## src/rtl/datapath_result_checker_pkg.sv

```systemverilog
// Shared types, expected-write table and helpers for the datapath result checker.
package datapath_check_pkg;

  localparam int unsigned NUM_CHECKS  = 19;
  localparam int unsigned DEF_TIMEOUT = 64;
  localparam int unsigned DEF_CNT_W   = 8;
  localparam int unsigned STEP_W      = 5;
  localparam int unsigned REG_W       = 4;
  localparam int unsigned DATA_W      = 16;

  typedef struct packed {
    logic [REG_W-1:0]  reg_idx;
    logic [DATA_W-1:0] val;
  } exp_entry_t;

  typedef enum logic [0:0] {
    ST_RUN  = 1'b0,
    ST_DONE = 1'b1
  } chk_state_e;

  // Golden register-write sequence, one entry per expected write in order.
  localparam exp_entry_t EXP_TABLE [NUM_CHECKS] = '{
    '{4'd1,  16'h7fff}, '{4'd2,  16'hffff}, '{4'd3,  16'h8000}, '{4'd4,  16'h0001},
    '{4'd5,  16'h1234}, '{4'd6,  16'h5678}, '{4'd7,  16'h9abc}, '{4'd8,  16'hdef0},
    '{4'd9,  16'h0000}, '{4'd10, 16'haaaa}, '{4'd11, 16'h5555}, '{4'd12, 16'h00ff},
    '{4'd13, 16'hff00}, '{4'd14, 16'h0f0f}, '{4'd15, 16'hf0f0}, '{4'd0,  16'hc3c3},
    '{4'd1,  16'h8001}, '{4'd2,  16'h7ffe}, '{4'd3,  16'hfffe}
  };

  // Index of the lowest set bit; 0 when no bit is set.
  function automatic logic [REG_W-1:0] onehot_to_index(input logic [DATA_W-1:0] v);
    logic [REG_W-1:0] idx;
    idx = '0;
    for (int i = DATA_W - 1; i >= 0; i--) begin
      if (v[i]) idx = REG_W'(i);
    end
    return idx;
  endfunction

endpackage

```

## src/rtl/datapath_result_checker_onehot_encoder16.sv

```systemverilog
// 16-bit write-enable to register index, with a flag for exactly-one-bit-set.
module onehot_encoder16
  import datapath_check_pkg::*;
(
  input  logic [15:0] en,
  output logic [3:0]  idx_c,
  output logic        onehot_ok_c
);

  assign idx_c       = onehot_to_index(en);
  assign onehot_ok_c = (en != '0) && ((en & (en - 16'd1)) == '0);

endmodule

```

## config.mk

```make
export PLATFORM = sky130hd
export DESIGN_NAME = onehot_encoder16
export DESIGN_NICKNAME = d
export VERILOG_FILES = /design/src/rtl/datapath_result_checker_pkg.sv /design/src/rtl/datapath_result_checker_onehot_encoder16.sv
export SDC_FILE = /design/constraint.sdc
export NUM_CORES = 1
export LEC_CHECK = 0
export ABC_AREA = 0
export CAP_MARGIN = 15
export CORE_AREA = 2 2 39 41
export DETAILED_ROUTE_END_ITERATION = 8
export DIE_AREA = 0 0 41 43
export PLACE_DENSITY = 0.67
export SLEW_MARGIN = 20
export SYNTH_ARGS = -nofsm -noshare
export SYNTH_HDL_FRONTEND = slang
export SYNTH_SLANG_ARGS = --single-unit
export TNS_END_PERCENT = 5
```

## constraint.sdc

```tcl
create_clock -name vclk -period 2.95
set_input_delay 0.295 -clock vclk [all_inputs]
set_output_delay 0.295 -clock vclk [all_outputs]
set_load 0.05 [all_outputs]
```

Word-level counts from Yosys, hierarchy flattened
Index checks and enable logic that the tools add are counted.
- input bits: 16
- register bits: 0
- word-level logic and storage cells: 21
- output and inout port bits: 5
- bitwise logic cells: 1
- reductions and logical operators: 3
- muxes and demuxes: 16
- add/sub/neg operators: 1
- operators with widths (operator ; number):
    4-bit 2-to-1 mux ; 16
    16-bit bitwise AND ; 1
    16-bit logical NOT ; 1
    16-bit nonzero test ; 1
    16-bit by 1-bit subtractor with 16-bit output (second input constant) ; 1
    1-bit logical AND ; 1

Longest topological paths before layout
- depth in word-level cells: 16
- gate-level depth with buffers: 5
- mapped depth without buffers: 5

Worst setup path before layout
Ideal clock, no wire load.
- path kind: input to output
- start point: in en[10]
- end point: out onehot_ok_c
- data arrival time: 1.653 ns
- buffers on the path: 0
- required time: 2.655 ns
- path slack: 1.002 ns
- cell stages on the path: 5
- cells stage by stage: or3_4 -> or2_1 -> a21oi_2 -> o22ai_1 -> and4b_1
- word-level cells in the longest chain between the ends: 4
- ends and longest elaborated chain (item ; line ; source):
    from (decl) ; datapath_result_checker_onehot_encoder16.sv:5 ; input logic [15:0] en,
    16-bit by 1-bit subtractor with 16-bit output ; datapath_result_checker_onehot_encoder16.sv:11 ; assign onehot_ok_c = (en != '0) && ((en & (en - 16'd1)) == '0);
    16-bit bitwise AND ; datapath_result_checker_onehot_encoder16.sv:11 ;
    16-bit logical NOT ; datapath_result_checker_onehot_encoder16.sv:11 ;
    1-bit logical AND * ; datapath_result_checker_onehot_encoder16.sv:11 ;
    to (decl) ; datapath_result_checker_onehot_encoder16.sv:7 ; output logic onehot_ok_c
Mark *: on every way between the ends. The rest lies on a longest branch, timed or not.

Final worst setup path
- start point: in en[5]
- end point: out idx_c[3]
- word-level cells in the longest chain between the ends: 6
- ends and longest elaborated chain (item ; line ; source):
    4-bit 2-to-1 mux (6 in series) ; datapath_result_checker_pkg.sv:35 ; if (v[i]) idx = REG_W'(i);
    to (decl) ; datapath_result_checker_onehot_encoder16.sv:6 ; output logic [3:0] idx_c,
Every way passes these cells.

==> impl_metrics.csv <==
group,metric,value,unit
global_route,grt_max_degree,8,
power_and_ir_drop,swShare,50.28,%
worst_setup_path,critPathMaxFanout,7,
timing,post-route-period-util,88.03,%
route,wl,952,microns
worst_setup_path,arrival,2300,ps
finish,final_layout_size_suffix_gt1_share,11.69,%
place,post-place-ws,357.4,ps
synth,synth_common_cells,"nor2_1, a21oi_1, nor3_1",
floorplan,fp.dieH,43,microns
floorplan,std_cell_rows,14,
hold_path,hold_class,"in2out",
worst_setup_path,critPathKind,"in2out",
finish,post-route-util,40.87,%
synth,yosysUniqueCellTypes,28,
timing,rsz0062_at_grt,"no",
finish,design_area,565.5,sq um
timing,setup_viol,0,
power_and_ir_drop,netSwitchingPower,0.03551,mW
run,maxCapViolCount,0,
timing,whs,1511,ps
power_and_ir_drop,power_density,124.9,mW/mm^2
route,ant_nets,0,
hold_path,worstHoldEndpoint,"idx_c[1]",
place,post_dp_cell_area,565.5,sq um
floorplan,die_w,41,microns
power_and_ir_drop,comb_power_share,100.0,%
power_and_ir_drop,vdd_drop_max,0.00004767,V
route,vias_per_cell,5.301,
synth,synth_area,330.3,sq um
route,first_pass_iters,3,
synth,avgSynthCellArea,5.899,sq um
timing,finalSetupTns,0,ps
finish,nFlopsAndLatches,0,
floorplan,die_area,0.001763,sq mm
worst_setup_path,startpoint_type,"input pin",
power_and_ir_drop,seq_power_share,0,%
global_route,antenna_found_initial,0,
global_route,globalRouteTotalUtil,12.39,%
hold_path,min_from,"en[4]",
global_route,overflow,0,
finish,area_growth,71.21,%
floorplan,core_area,0.001384,sq mm
clock_tree,cts_resized,0,
route,drt-initial-drc-count,5,
finish,instances_no_fill,93,
place,port-buffer-count,21,
timing,report.final.slew_viol_count,0,
place,dp_cells,93,
worst_setup_path,crit_required,2650,ps
global_route,grt_pass1_wl,1642,microns
power_and_ir_drop,p_clk_share,0,%
power_and_ir_drop,p_int,0.03511,mW
finish,regArea,0,sq um
global_route,grt_pass1_vias,433,
route,avgRoutedWirePerCell,10.24,microns
synth,synthCells,56,
power_and_ir_drop,leakage,0.1910,nW
hold_path,hold_depth,4,
worst_setup_path,endpoint_kind,"output pin",
status,status,"completed",
timing,worst_slack,353.2,ps
synth,yosys_warnings,0,
clock_tree,holdBufCountCts,0,
place,place_congestion,0.7815,
timing,hold_violations,0,
route,vias,493,
power_and_ir_drop,power.total,0.07062,mW
synth,yosys.area.top_type_share,12.50,%
timing,tightest_slew,487.3,ps
timing,max_slew_margin,67.41,%
finish,nets,95,
finish,n_antenna_cell,0,
floorplan,num_io_pins,21,
synth,synth.area.top_cells,"nor2_1, a21oi_1, nor3_1",
finish,clock_buffers,0,
synth,yosysTopAreaCell,"nor2_1",
worst_setup_path,startpoint,"en[5]",
synth,synth.most_common_cell,"nor2_1",
route,drcViolationCount,0,
clock_tree,post_cts_buffers,0,
timing,fin_crit,2597,ps
synth,syn-num-nets,72,
timing,max_freq,385.1,MHz
place,place.detailed.hpwl,807.6,microns
synth,seq_area_frac_synth,0,%
floorplan,initial_core_util,23.87,%
[kinds of logic after synthesis]
| group | Yosys count | share of synthesized area (%) |
|---|---|---|
| AND/OR/NAND/NOR | 32 | 52.28 |
| adder cells (fa/ha/maj) | 1 | 3.030 |
| XOR/XNOR | 1 | 2.652 |
| AO/OA/AOI/OAI | 20 | 39.77 |
| buffers and inverters | 2 | 2.274 |
[worst max path at each step]
stage                        to  slack [ps]
global placement       idx_c[3]         380
global route           idx_c[3]         250
detailed placement     idx_c[3]         360
finish                 idx_c[3]         350
CTS                    idx_c[3]         350
floorplan           onehot_ok_c        1000
[area by class of cell]
| type | instances | area (sq um) |
|---|---|---|
| fillers | 153 | 818.3 |
| multi-input cells | 54 | 322.8 |
| well taps | 16 | 20.02 |
| inverters | 2 | 7.507 |
| repair buffers | 21 | 215.2 |
[metal layers]
metal  track usage (%)  vias to the layer above  routed length [microns]
met5                 0                        -                        0
met4                 0                        0                        0
li1                  -                      257                        -
met3            0.5236                        0                       67
met1             15.82                      222                      423
met2             22.81                       14                      460
[cell usage in the layout (no fill, tap or decap)]
cell type	instances
buf_4	2
xnor2_1	1
or3_4	1
and4b_1	1
o32ai_1	1
o311a_1	1
nor2_1	11
o21ai_0	3
o211ai_1	1
nand2_1	2
nor3_1	4
nand3_1	2
nor2b_1	2
nand2_2	1
buf_12	1
a21oi_2	1
a21oi_1	6
o21bai_1	2
o22ai_1	2
maj3_1	1
nand2b_1	1
or2_1	1
o31ai_1	1
inv_1	2
nand3b_1	1
nor4_1	2
a211o_1	1
or3_2	2
nor2_2	1
clkdlybuf4s50_1	18
a21boi_1	1
[critical path: stages]
cell             delay [ps]
clkdlybuf4s50_1         520
nor4_1                  440
o311a_1                 250
clkdlybuf4s50_1         790
[power groups by stage]
stage	logic [mW]	registers, mW	clock network (mW)
3_5_place_dp	0.0705	0	0
4_1_cts	0.0710	0	0
5_1_grt	0.0774	0	0
6_report	0.0706	0	0
2_1_floorplan	0.0313	0	0
3_3_place_gp	0.0706	0	0
Note: power is estimated with default switching activity, not from simulation.
